### src/rtl/sram_bridge.sv
// sram_bridge: serialises the CPU fetch (rom_*) and load/store (ram_*) ports
// onto one single-port memory bus with an ack handshake. Data is served
// before fetch. stallreq_o holds the CPU until both accesses complete. A
// per-access watchdog force-completes an access on a hung slave.
//
// Ports:
//   clk, rst          clock, asynchronous active-high reset
//   rom_ce_i/addr_i   fetch request / address;   rom_data_o fetched word
//   ram_ce_i/we_i/sel_i/addr_i/data_i  data access; ram_data_o load word
//   stallreq_o        combinational stall request to ctrl
//   mem_*_o           registered bus request, we, byte enables, addr, wdata
//   mem_rdata_i/ack_i bus read data and completion
//   bus_err_o         one-cycle pulse on watchdog timeout
module sram_bridge #(
  parameter int unsigned WAIT_MAX = 15,
  parameter int unsigned CNT_W    = 8
) (
  input  logic        clk,
  input  logic        rst,
  input  logic        rom_ce_i,
  input  logic [31:0] rom_addr_i,
  output logic [31:0] rom_data_o,
  input  logic        ram_ce_i,
  input  logic        ram_we_i,
  input  logic [3:0]  ram_sel_i,
  input  logic [31:0] ram_addr_i,
  input  logic [31:0] ram_data_i,
  output logic [31:0] ram_data_o,
  output logic        stallreq_o,
  output logic        mem_req_o,
  output logic        mem_we_o,
  output logic [3:0]  mem_sel_o,
  output logic [31:0] mem_addr_o,
  output logic [31:0] mem_wdata_o,
  input  logic [31:0] mem_rdata_i,
  input  logic        mem_ack_i,
  output logic        bus_err_o
);

  typedef enum logic [1:0] {
    S_IDLE = 2'd0,
    S_DATA = 2'd1,
    S_INST = 2'd2,
    S_DONE = 2'd3
  } state_e;

  state_e            state_q, state_d;
  logic              req_q, req_d;
  logic              we_q, we_d;
  logic              err_q, err_d;
  logic [3:0]        sel_q, sel_d;
  logic [31:0]       addr_q, addr_d;
  logic [31:0]       wdata_q, wdata_d;
  logic [31:0]       rom_q, rom_d;
  logic [31:0]       ram_q, ram_d;
  logic [CNT_W-1:0]  cnt_q, cnt_d;

  logic timeout_c, finish_c;
  logic enter_data_c, enter_inst_c, enter_done_c;

  // Byte offset is dropped: the bus only ever sees word-aligned addresses.
  logic unused_addr_bits;
  assign unused_addr_bits = ^{rom_addr_i[1:0], ram_addr_i[1:0]};

  // Timeout fires on the WAIT_MAX-th request cycle without ack; ack wins a tie.
  assign timeout_c = req_q && !mem_ack_i && (cnt_q == CNT_W'(WAIT_MAX - 1));
  assign finish_c  = req_q && (mem_ack_i || timeout_c);

  assign stallreq_o = !rst && (state_q != S_DONE) && (rom_ce_i || ram_ce_i);

  // Next-state and registered-output logic; bus fields load on state entry.
  always_comb begin
    state_d      = state_q;
    req_d        = req_q;
    we_d         = we_q;
    sel_d        = sel_q;
    addr_d       = addr_q;
    wdata_d      = wdata_q;
    rom_d        = rom_q;
    ram_d        = ram_q;
    cnt_d        = cnt_q;
    err_d        = 1'b0;
    enter_data_c = 1'b0;
    enter_inst_c = 1'b0;
    enter_done_c = 1'b0;

    case (state_q)
      S_IDLE: begin
        if (ram_ce_i)      enter_data_c = 1'b1;
        else if (rom_ce_i) enter_inst_c = 1'b1;
      end
      S_DATA: begin
        if (finish_c) begin
          ram_d = (mem_ack_i && !we_q) ? mem_rdata_i : 32'd0;
          err_d = !mem_ack_i;
          if (rom_ce_i) enter_inst_c = 1'b1;
          else          enter_done_c = 1'b1;
        end else begin
          cnt_d = cnt_q + CNT_W'(1);
        end
      end
      S_INST: begin
        if (finish_c) begin
          rom_d        = mem_ack_i ? mem_rdata_i : 32'd0;
          err_d        = !mem_ack_i;
          enter_done_c = 1'b1;
        end else begin
          cnt_d = cnt_q + CNT_W'(1);
        end
      end
      S_DONE:  state_d = S_IDLE;
      default: state_d = S_IDLE;
    endcase

    if (enter_data_c) begin
      state_d = S_DATA;
      req_d   = 1'b1;
      we_d    = ram_we_i;
      sel_d   = ram_sel_i;
      addr_d  = {ram_addr_i[31:2], 2'b00};
      wdata_d = ram_data_i;
      cnt_d   = '0;
    end
    // req stays high across DATA->INST; only the access fields change.
    if (enter_inst_c) begin
      state_d = S_INST;
      req_d   = 1'b1;
      we_d    = 1'b0;
      sel_d   = 4'hF;
      addr_d  = {rom_addr_i[31:2], 2'b00};
      cnt_d   = '0;
    end
    if (enter_done_c) begin
      state_d = S_DONE;
      req_d   = 1'b0;
      we_d    = 1'b0;
    end
  end

  // State and output registers.
  always_ff @(posedge clk or posedge rst) begin
    if (rst) begin
      state_q <= S_IDLE;
      req_q   <= 1'b0;
      we_q    <= 1'b0;
      err_q   <= 1'b0;
      sel_q   <= 4'd0;
      addr_q  <= 32'd0;
      wdata_q <= 32'd0;
      rom_q   <= 32'd0;
      ram_q   <= 32'd0;
      cnt_q   <= '0;
    end else begin
      state_q <= state_d;
      req_q   <= req_d;
      we_q    <= we_d;
      err_q   <= err_d;
      sel_q   <= sel_d;
      addr_q  <= addr_d;
      wdata_q <= wdata_d;
      rom_q   <= rom_d;
      ram_q   <= ram_d;
      cnt_q   <= cnt_d;
    end
  end

  assign mem_req_o   = req_q;
  assign mem_we_o    = we_q;
  assign mem_sel_o   = sel_q;
  assign mem_addr_o  = addr_q;
  assign mem_wdata_o = wdata_q;
  assign bus_err_o   = err_q;
  assign rom_data_o  = rom_q;
  assign ram_data_o  = ram_q;

endmodule

### config.mk
export PLATFORM = sky130hd
export DESIGN_NAME = sram_bridge
export DESIGN_NICKNAME = d
export VERILOG_FILES = /design/src/rtl/sram_bridge.sv
export SDC_FILE = /design/constraint.sdc
export NUM_CORES = 1
export LEC_CHECK = 0
export ABC_CLOCK_PERIOD_IN_PS = 5000
export CAP_MARGIN = 20
export CORE_UTILIZATION = 42
export DETAILED_ROUTE_END_ITERATION = 8
export PLACE_DENSITY = 0.8
export SYNTH_ARGS = -nofsm -noshare
export SYNTH_HDL_FRONTEND = slang
export SYNTH_SLANG_ARGS = --single-unit
export TNS_END_PERCENT = 50
### constraint.sdc
create_clock -name clk -period 5 [get_ports clk]
set_input_delay 0.75 -clock clk [delete_from_list [all_inputs] [get_ports clk]]
set_output_delay 0.75 -clock clk [all_outputs]
set_load 0.1 [all_outputs]
# Yosys cells after proc, flatten, opt, wreduce, memory -nomap -nowiden

Cells that the tools add are included.

Flip-flop bits (word level): 145
Bits in latches: 0
RAM bits: 0
Memory bits (read-only): 0
Input bits: 138
Output and inout bits: 136
Word-level logic and storage cells: 69
Memories kept: 0

Add/subtract/negate cells: 1
Multipliers: 0
Div/mod/pow operators: 0
$lt $le $gt $ge: 0
Eq/ne operators: 6
Shifts and indexed selects: 0
Mux-type cells: 32
Bitwise gates (word level): 0
Reductions and logical operators: 20

Operator list:

| cell                                                  | number |
|---|---|
| 2-to-1 mux 32 bit                                     | 4 |
| 2-to-1 mux 8 bit                                      | 4 |
| 2-to-1 mux 1 bit                                      | 16 |
| adder 8 x 1 -> 8 bit, second input constant           | 1 |
| == test 8 x 4 -> 1 bit, second input constant         | 1 |
| 2-to-1 mux 2 bit                                      | 4 |
| 2-to-1 mux 4 bit                                      | 2 |
| logical AND 1 bit                                     | 6 |
| AND reduction 2 bit                                   | 3 |
| nonzero test 3 bit                                    | 2 |
| == test 2 bit, second input constant                  | 2 |
| case mux 1 bit (2 select lines)                       | 2 |
| nonzero test 4 bit                                    | 1 |
| logical NOT 1 bit                                     | 3 |
| inequality test 3 x 1 -> 1 bit, second input constant | 1 |
| == test 2 x 1 -> 1 bit, second input constant         | 1 |
| logical NOT 2 bit                                     | 1 |
| logical OR 1 bit                                      | 2 |
| inequality test 2 bit, second input constant          | 1 |
| nonzero test 2 bit                                    | 1 |
| OR reduction 2 bit                                    | 1 |

# Longest topological paths before layout

Gate-level depths: netlist of run 1.

Depth in word-level cells: 9
Depth in mapped cells: 9
Gate-level depth less buffers: 6

# Worst setup path after synthesis of run 1

OpenSTA, ideal clock, no wires.

Kind: in2out
From: in rst
To: out stallreq_o
Arrival time: 2.813 ns
Data required time: 4.250 ns
Path slack: 1.437 ns
Stages on the path: 1
Path buffers: 0
Path through: nor3_1

Cells in the longest elaborated chain, start to end: 3

Ends and longest elaborated chain:

| what                            | line | source |
|---|---|---|
| from (decl)                     | 19   | `input logic rst,` |
| logical NOT 1 bit (no line)     | --   |  |
| logical AND 1 bit (2 in series) | 69   | `assign stallreq_o = !rst && (state_q != S_DONE) && (rom_ce_i \|\| ram_ce_i);` |
| to (decl)                       | 29   | `output logic stallreq_o,` |

No other way between the ends.

# Final worst setup path of run 1

From: in rom_ce_i
To: out stallreq_o

Cells in the longest elaborated chain, start to end: 2

Ends and longest elaborated chain:

| what              | line | source |
|---|---|---|
| from (decl)       | 20   | `input logic rom_ce_i,` |
| logical OR 1 bit  | 69   |  |
| logical AND 1 bit | 69   |  |

No other way between the ends.

==> results of run 1 <==
-- synth_stat cells, types with 3 or more instances --
| cell | instances |
|---|---|
| buf_6 | 4 |
| nand2_1 | 70 |
| o22a_1 | 4 |
| ha_1 | 6 |
| inv_1 | 6 |
| xor2_1 | 6 |
| a21oi_1 | 3 |
| nor2_1 | 10 |
| mux2_2 | 91 |
| clkbuf_1 | 30 |
| buf_4 | 3 |
| o21ai_0 | 108 |
| dfrtp_1 | 143 |
| o21ai_1 | 23 |
-- flip-flops by register name, indices dropped and copies added, names as in the netlist --
name,cells
mem_wdata_o,32
ram_data_o,32
rom_data_o,32
mem_addr_o,30
cnt_q,8
mem_sel_o,4
state_q,2
bus_err_o,1
mem_req_o,1
mem_we_o,1
-- path summary, 6_finish.rpt --
| kind | slack [ns] | startpoint | end |
|---|---|---|---|
| worst max-delay path | 1.53 | rom_ce_i | stallreq_o |
| worst min-delay path | 0.50 | rom_data_o[14] | rom_data_o[14] |
| worst max register to register | 1.87 | cnt_q[0] | mem_addr_o[11] |
| worst min register to register | 0.50 | rom_data_o[14] | rom_data_o[14] |
| max in group asynchronous | 3.17 | rst | ram_data_o[15] |
| min in group asynchronous | 0.70 | rst | mem_addr_o[29] |
-- layer usage --
layer	up-vias	global-route usage, %	share of wire (%)
li1	2389	-	-
met1	2591	27.1	39
met2	207	38.5	51
met3	29	7.69	7.7
met4	0	10.6	2.1
met5	-	0	0
-- layout by cell type, fill, tap and decap left out, types with 3 or more instances in the layout --
master	netlist	final
clkdlybuf4s50_1	0	267
dfrtp_1	143	143
o21ai_0	108	108
mux2_2	91	91
nand2_1	70	69
o21ai_1	23	23
clkbuf_16	0	17
nor2_1	10	10
xor2_1	6	6
ha_1	6	6
inv_1	6	5
o22a_1	4	4
clkinvlp_4	0	4
clkinv_2	0	4
bufinv_16	0	4
buf_4	3	4
a21oi_1	3	3
inv_6	0	3
-- cell families (layout without fill, tap and decap cells) --
logic type | after synthesis | in the layout
XOR/XNOR | 7 | 7
adder cells (fa/ha/maj) | 6 | 6
buffers and inverters | 46 | 311
multiplexers | 92 | 92
AO/OA/AOI/OAI | 152 | 152
AND/OR/NAND/NOR | 96 | 96
other | 1 | 3
flip-flops | 143 | 143
-- per-stage QoR --
stage / utilization (%) / hold WS [ns] / cells / worst slack, ns / cell area [µm²]
after floorplan: - / 0.498 / 544 / 0.412 / 6220
after global placement: 62.0 / 0.485 / 959 / 1.53 / 8970
after detailed placement: 62.0 / 0.492 / 959 / 1.47 / 8970
after CTS: 66.3 / 0.506 / 991 / 1.53 / 9600
after global routing: 66.6 / 0.519 / 994 / 1.49 / 9650
final: 66.6 / 0.502 / 994 / 1.53 / 9650
-- layout make-up --
cell class | instances | area (µm²)
fill | 1131 | 4830
clock buffer | 18 | 439
timing repair buffer | 273 | 2750
tap | 184 | 230
sequential | 143 | 3580
antenna | 1 | 2.50
inverter | 6 | 27.5
clock inverter | 14 | 188
multi-input combinational | 355 | 2430
-- worst min-delay path, stage by stage (launching register included) --
cell and delay (ns):
dfrtp_1 0.33, o21ai_0 0.07, o21ai_0 0.06
==> flow_summary.yaml, run 1 <==
routing:
  num_vias: 5216
  wirelength_um: 17600
  drt-initial-drc-count: 281
  drc_errors: 0
  wire_per_inst_um: 17.7
  vias_per_cell: 5.25
  firstDrtPassIters: 4
  antenna_left: 0
logic_synthesis:
  synth_compound_area_share_pct: 13.5
  synthAdderAreaFrac_pct: 1.21
  synth-edff-count: 0
  ys.warnings.count: 0
  synth_area_leaders: "dfrtp_1 58%, mux2_2 16%, o21ai_0 8.7%, nand2_1 4.2%, o21ai_1 1.9%"
  avgSynthCellArea_um2: 11.5
  ys_seq_area_share_pct: 57.5
  yosysUniqueCellTypes: 42
  synth_top_family_by_area: "multiplexers"
  syn_area_um2: 6220
  synth_top_cell_area_share_pct: 57.5
  synth-simple-area-share_pct: 6.60
  synth.area.mux_share_pct: 16.7
  synthCells: 543
  synthArstFlopShare_pct: 100
  synth_flop_cell: "dfrtp_1"
  synthXorXnorAreaFrac_pct: 0.986
  ys_seq_elements: 143
  synth_area_leader_cell: "dfrtp_1"
global_route:
  antenna_found_initial: 1
  grt_overflow: 0
  grt_max_degree: 116
  grt_pass1_wl_um: 26800
  grt_usage_pct: 23.2
  grt_pass1_vias: 5124
clock_network:
  cts_resized: 0
  cts_hold_buf: 0
  clkTransAtPathRegs_ns: 0.06
  clkSinkCount: 143
  cts_buffers: 17
  cts_tree: "yes"
  root_buffer: "clkbuf_16"
  clk_latency_ns: 0.42
  cts_max_path_buffers: 2
  cts_setup_buffers: 0
  h-tree-depth: 4
worst_setup_path:
  cp_max_fo: 6
  critPathArrivalTime_ns: 2.72
  cp.depth: 4
  startpoint_type: "input port"
  crit_slowest_cell: "clkdlybuf4s50_1"
  crit_path_end_kind: "output pin"
  crit_type: "in2out"
  worstPathCellList: "clkdlybuf4s50_1 > nor2_1 > nor3_1 > clkdlybuf4s50_1"
  required_ns: 4.25
  path_buf_inv: 2
  max_stage_delay_ns: 1.19
  reg2reg_depth: 6
  critical-path-top-delay-family: "buffers and inverters"
  crit_top_cell: "clkdlybuf4s50_1"
sta:
  slew_violations: 0
  skew_ns: 0.0111
  grt_setup_unrepaired: "false"
  max_freq_mhz: 288
  relSlewSlack_pct: 30.3
  fin_tns_setup_ns: 0
  worst_pin_slew_ns: 1.04
  finalCritPeriodShare_pct: 69.4
  timing_hold_violations_final: 0
  setup_viol: 0
  layout_min_cycle_time_ns: 3.47
floorplanning:
  start_util_pct: 43.0
  ios: 274
  fp-row-count: 44
  coreArea_um2: 14500
  fp.dieArea_um2: 15300
  die_width_um: 124
  die_y_um: 124
place:
  portBuffers: 267
  hpwl_um: 12000
  gp_congestion: 0.797
layout:
  area_delta_synth_final_pct: 55.1
  fin_nets: 940
  layout-drive-gt1-share_pct: 17.1
min_path:
  hold_class: "reg2reg"
  hold_depth: 2
outcome:
  status: "complete, no violations"
run:
  drv_cap: 0
Power of run 1 is not shown: default switching activity piles up to over one toggle a cycle in this logic, so the estimate is an artifact.
==> run 2: changes to the inputs <==
ABC_CLOCK_PERIOD_IN_PS = 2800   (was 5000)
CORE_UTILIZATION = 38   (was 42)
PLACE_DENSITY = 0.77   (was 0.8)
clock period = 2.8 ns   (was 5 ns; I/O delays follow)
==> run 2 against run 1 <==
Die area is 10% higher; cell area decreased by 2.8%; clock skew is essentially flat; wire length shrank 0.26%; critical endpoint is now mem_addr_o[24]; worst hold slack gained 0.0033 ns; worst setup slack lost 1.1 ns; first-iteration DRC count fell by 9.6%; sequential share of layout area increased by 1.1 points; via count down 1.9%; sequential cell count unchanged.
==> flow_summary.yaml, run 2 (synthesis results as in run 1) <==
clock_network:
  cts_hold_buf: 0
  clkSinkCount: 143
  cts_buffers: 17
  root_buffer: "clkbuf_16"
  cts_setup_buffers: 0
  cts_max_path_buffers: 2
  cts_resized: 0
  clk_latency_ns: 0.42
  clkTransAtPathRegs_ns: 0.06
  cts_tree: "yes"
  h-tree-depth: 4
worst_setup_path:
  critPathArrivalTime_ns: 2.67
  crit_type: "reg2reg"
  crit_slowest_cell: "or4b_1"
  cp_max_fo: 30
  startpoint_type: "flop"
  required_ns: 3.10
  max_stage_delay_ns: 0.59
  worstPathCellList: "inv_1 > ha_1 > or4b_1 > o21a_4 > o21ai_4 > buf_12 > mux2_2"
  crit_path_end_kind: "flop"
place:
  portBuffers: 267
  hpwl_um: 12300
  gp_congestion: 0.806
sta:
  grt_setup_unrepaired: "false"
  timing_hold_violations_final: 0
  layout_min_cycle_time_ns: 2.37
  max_freq_mhz: 422
  relSlewSlack_pct: 33.9
  finalCritPeriodShare_pct: 84.6
  worst_pin_slew_ns: 0.991
  slew_violations: 0
  fin_tns_setup_ns: 0
  setup_viol: 0
  skew_ns: 0.0112
layout:
  final-seq-area_um2: 3580
  final_cell_mix: "143 x dfrtp_1, 141 x buf_4, 133 x clkdlybuf4s50_1"
  layout-drive-gt1-share_pct: 34.1
  diodes: 0
  n_fill_cell: 1391
  area_delta_synth_final_pct: 50.7
  multi_input_area_um2: 2430
  layout.cells.most_common: "dfrtp_1"
  fin_nets: 947
global_route:
  grt_overflow: 0
  grt_usage_pct: 21.0
  grt_pass1_vias: 5050
  grt_pass1_wl_um: 26700
  antenna_found_initial: 0
  grt_max_degree: 65
min_path:
  hold_class: "in2async"
routing:
  drt-initial-drc-count: 254
  wirelength_um: 17600
  drc_errors: 0
  firstDrtPassIters: 4
  antenna_left: 0
  wire_per_inst_um: 17.0
  vias_per_cell: 4.96
  num_vias: 5116
floorplanning:
  fp.dieArea_um2: 16900
  die_y_um: 130
  fp-row-count: 46
  coreArea_um2: 15900
  die_width_um: 130
  start_util_pct: 39.0
  ios: 274
run:
  drv_cap: 0
outcome:
  status: "complete, no violations"
## run 2: critical path: cells and delay by family, from the launching register on
family | cells | cell delay (ns)
adder cells (fa/ha/maj) | 1 | 0.14
AO/OA/AOI/OAI | 2 | 0.44
flip-flops | 1 | 0.40
AND/OR/NAND/NOR | 1 | 0.59
buffers and inverters | 2 | 0.30
multiplexers | 1 | 0.35
## run 2: worst paths after layout
path	from	to	slack [ns]	depth (start not counted)
setup / recovery	cnt_q[0]	mem_addr_o[24]	0.43	7
hold / removal	rst	mem_req_o	0.51	3
setup reg to reg	cnt_q[0]	mem_addr_o[24]	0.43	7
hold reg to reg	rom_data_o[18]	rom_data_o[18]	0.51	2
max in group asynchronous	rst	rom_data_o[16]	2.01	3
min in group clk	rom_data_o[18]	rom_data_o[18]	0.51	2
## run 2: stage by stage
stage	std cells	hold WS (ns)	utilization [%]	area (µm²)	setup slack, ns
final	1032	0.506	58.8	9370	0.433
after global routing	1032	0.514	58.8	9370	0.274
after CTS	1032	0.510	58.8	9370	0.414
after detailed placement	1000	0.495	55.3	8820	0.436
after global placement	1000	0.488	55.3	8820	0.436
after floorplan	544	0.498	-	6230	-0.291
## run 2: layout make-up
class	instances	area share, %
clock buffers	21	5.02
clock inverters	11	0.894
inverters	6	0.280
multi-input cells	355	26.0
flip-flops and latches	143	38.2
well taps	216	2.88
repair buffers	280	26.8
## run 2: layer usage
metal  global-route usage, %  wire length, µm  up-vias
met5                       0                0        -
met4                    9.10              507        0
met3                    5.82              920       33
met2                    35.4             9070      177
met1                    25.1             7080     2493
li1                        -                -     2413
Power of run 2 is left out for the same reason.
==> run 3: changes to the inputs <==
ABC_CLOCK_PERIOD_IN_PS = 2330   (was 2800)
CORE_UTILIZATION = 42   (was 38)
PLACE_DENSITY = 0.8   (was 0.77)
clock period = 2.33 ns   (was 2.8 ns; I/O delays follow)
==> run 3 against run 2 <==
Register-to-register slack lost 0.42 ns; worst setup slack lost 0.42 ns; critical path depth is the same; clock skew shrank 0.0030 ns; cell count shrank 2.8%; non-clock buffer count grew 5; worst hold slack lost 0.054 ns; die area shrank 9.4%; first-iteration DRC count shrank 0.79%; sequential cell count is the same; wire length grew 0.36%.
==> flow_summary.yaml, run 3 (synthesis results as in run 1) <==
sta:
  slew_violations: 0
  layout_min_cycle_time_ns: 2.31
  hold_ws_ns: 0.451
  fin_tns_setup_ns: 0
  grt_setup_unrepaired: "true"
  finalWorstSetupSlack_ns: 0.0167
  worst_pin_slew_ns: 1.01
  finalCritPeriodShare_pct: 99.3
  setup_viol: 0
  timing_hold_violations_final: 0
  skew_ns: 0.00824
  relSlewSlack_pct: 32.5
  max_freq_mhz: 432
layout:
  final_cell_mix: "143 x dfrtp_1, 141 x buf_4, 133 x clkdlybuf4s50_1"
  layout-drive-gt1-share_pct: 34.3
  layout.cells.most_common: "dfrtp_1"
  fin_nets: 952
  diodes: 0
  fin_cells: 1003
  area_delta_synth_final_pct: 51.6
worst_setup_path:
  required_ns: 2.63
  critPathArrivalTime_ns: 2.61
  startpoint_type: "flop"
  cp_max_fo: 15
  critPathLaunch: "cnt_q[0]"
  crit_type: "reg2reg"
  worstReg2RegStart: "cnt_q[0]"
  crit_path_end_kind: "flop"
clock_network:
  cts_buffers: 17
  clkTransAtPathRegs_ns: 0.06
  h-tree-depth: 4
  cts_max_path_buffers: 2
  root_buffer: "clkbuf_16"
  clkSinkCount: 143
  clk_latency_ns: 0.41
  cts_tree: "yes"
floorplanning:
  die_width_um: 124
  start_util_pct: 43.0
  die_y_um: 124
  ios: 274
  fp-row-count: 44
  coreArea_um2: 14500
  fp.dieArea_um2: 15300
routing:
  antenna_left: 0
  vias_per_cell: 5.29
  drt-initial-drc-count: 252
  wirelength_um: 17600
  firstDrtPassIters: 4
  wire_per_inst_um: 17.6
  drc_errors: 0
  num_vias: 5301
global_route:
  grt_max_degree: 83
  grt_pass1_wl_um: 26000
  grt_overflow: 0
  antenna_found_initial: 0
  grt_usage_pct: 22.4
  grt_pass1_vias: 5078
place:
  hpwl_um: 12200
  placedCellCount: 970
  gp_congestion: 0.788
  portBuffers: 267
  post-place-ws_ns: 0.0322
run:
  drv_cap: 0
outcome:
  status: "complete, no violations"
min_path:
  hold_class: "in2async"
[run 3: cell types whose count changed in the layout (fill, tap and decap cells not counted), sizes merged]
cell,delta
clkinv,+3
inv,-2
buf,+3
clkinvlp,-6
clkbuf,+4
bufinv,+1
[run 3: what timing repair did]
action                                  4_1_cts  5_1_grt
endpoints found under the setup margin        0       92
resized for setup                             0       19
hold buffers                                  0        0
setup buffers                                 0        1
[run 3: path summary, 6_finish.rpt]
kind | to | slack (ns) | depth (start not counted)
max | mem_addr_o[5] | 0.02 | 7
min | state_q[0] | 0.45 | 3
max reg2reg | mem_addr_o[5] | 0.02 | 7
min reg2reg | mem_wdata_o[5] | 0.50 | 1
max in group asynchronous | mem_wdata_o[31] | 1.49 | 3
min in group clk | mem_wdata_o[5] | 0.50 | 1
[run 3: cell type report]
type                    count  area (µm²)
flip-flops and latches    143        3580
clock inverters             7        62.6
multi-input cells         355        2460
repair buffers            285        2590
inverters                   6        26.3
well taps                 184         230
fillers                  1112        5050
clock buffers              23         478
[run 3: layer usage]
layer / wire (µm) / track usage (%)
met2: 9060 / 37.0
met3: 1360 / 6.41
met1: 6930 / 27.4
met5: 0 / 0
met4: 300 / 9.41
[run 3: worst max-delay path: stages (launching register included)]
cell and delay (ns):
dfrtp_1 0.39, inv_2 0.08, ha_1 0.14, or4b_4 0.48
o21a_4 0.23, o21ai_4 0.28, clkbuf_16 0.25, mux2_2 0.34
[run 3: through the flow]
| stage | utilization, % | instance area (µm²) |
|---|---|---|
| 2_1_floorplan | - | 6230 |
| 3_3_place_gp | 60.7 | 8790 |
| 3_5_place_dp | 60.7 | 8790 |
| 4_1_cts | 64.5 | 9340 |
| 5_1_grt | 65.1 | 9430 |
| 6_report | 65.1 | 9430 |
Power of run 3 is left out for the same reason.
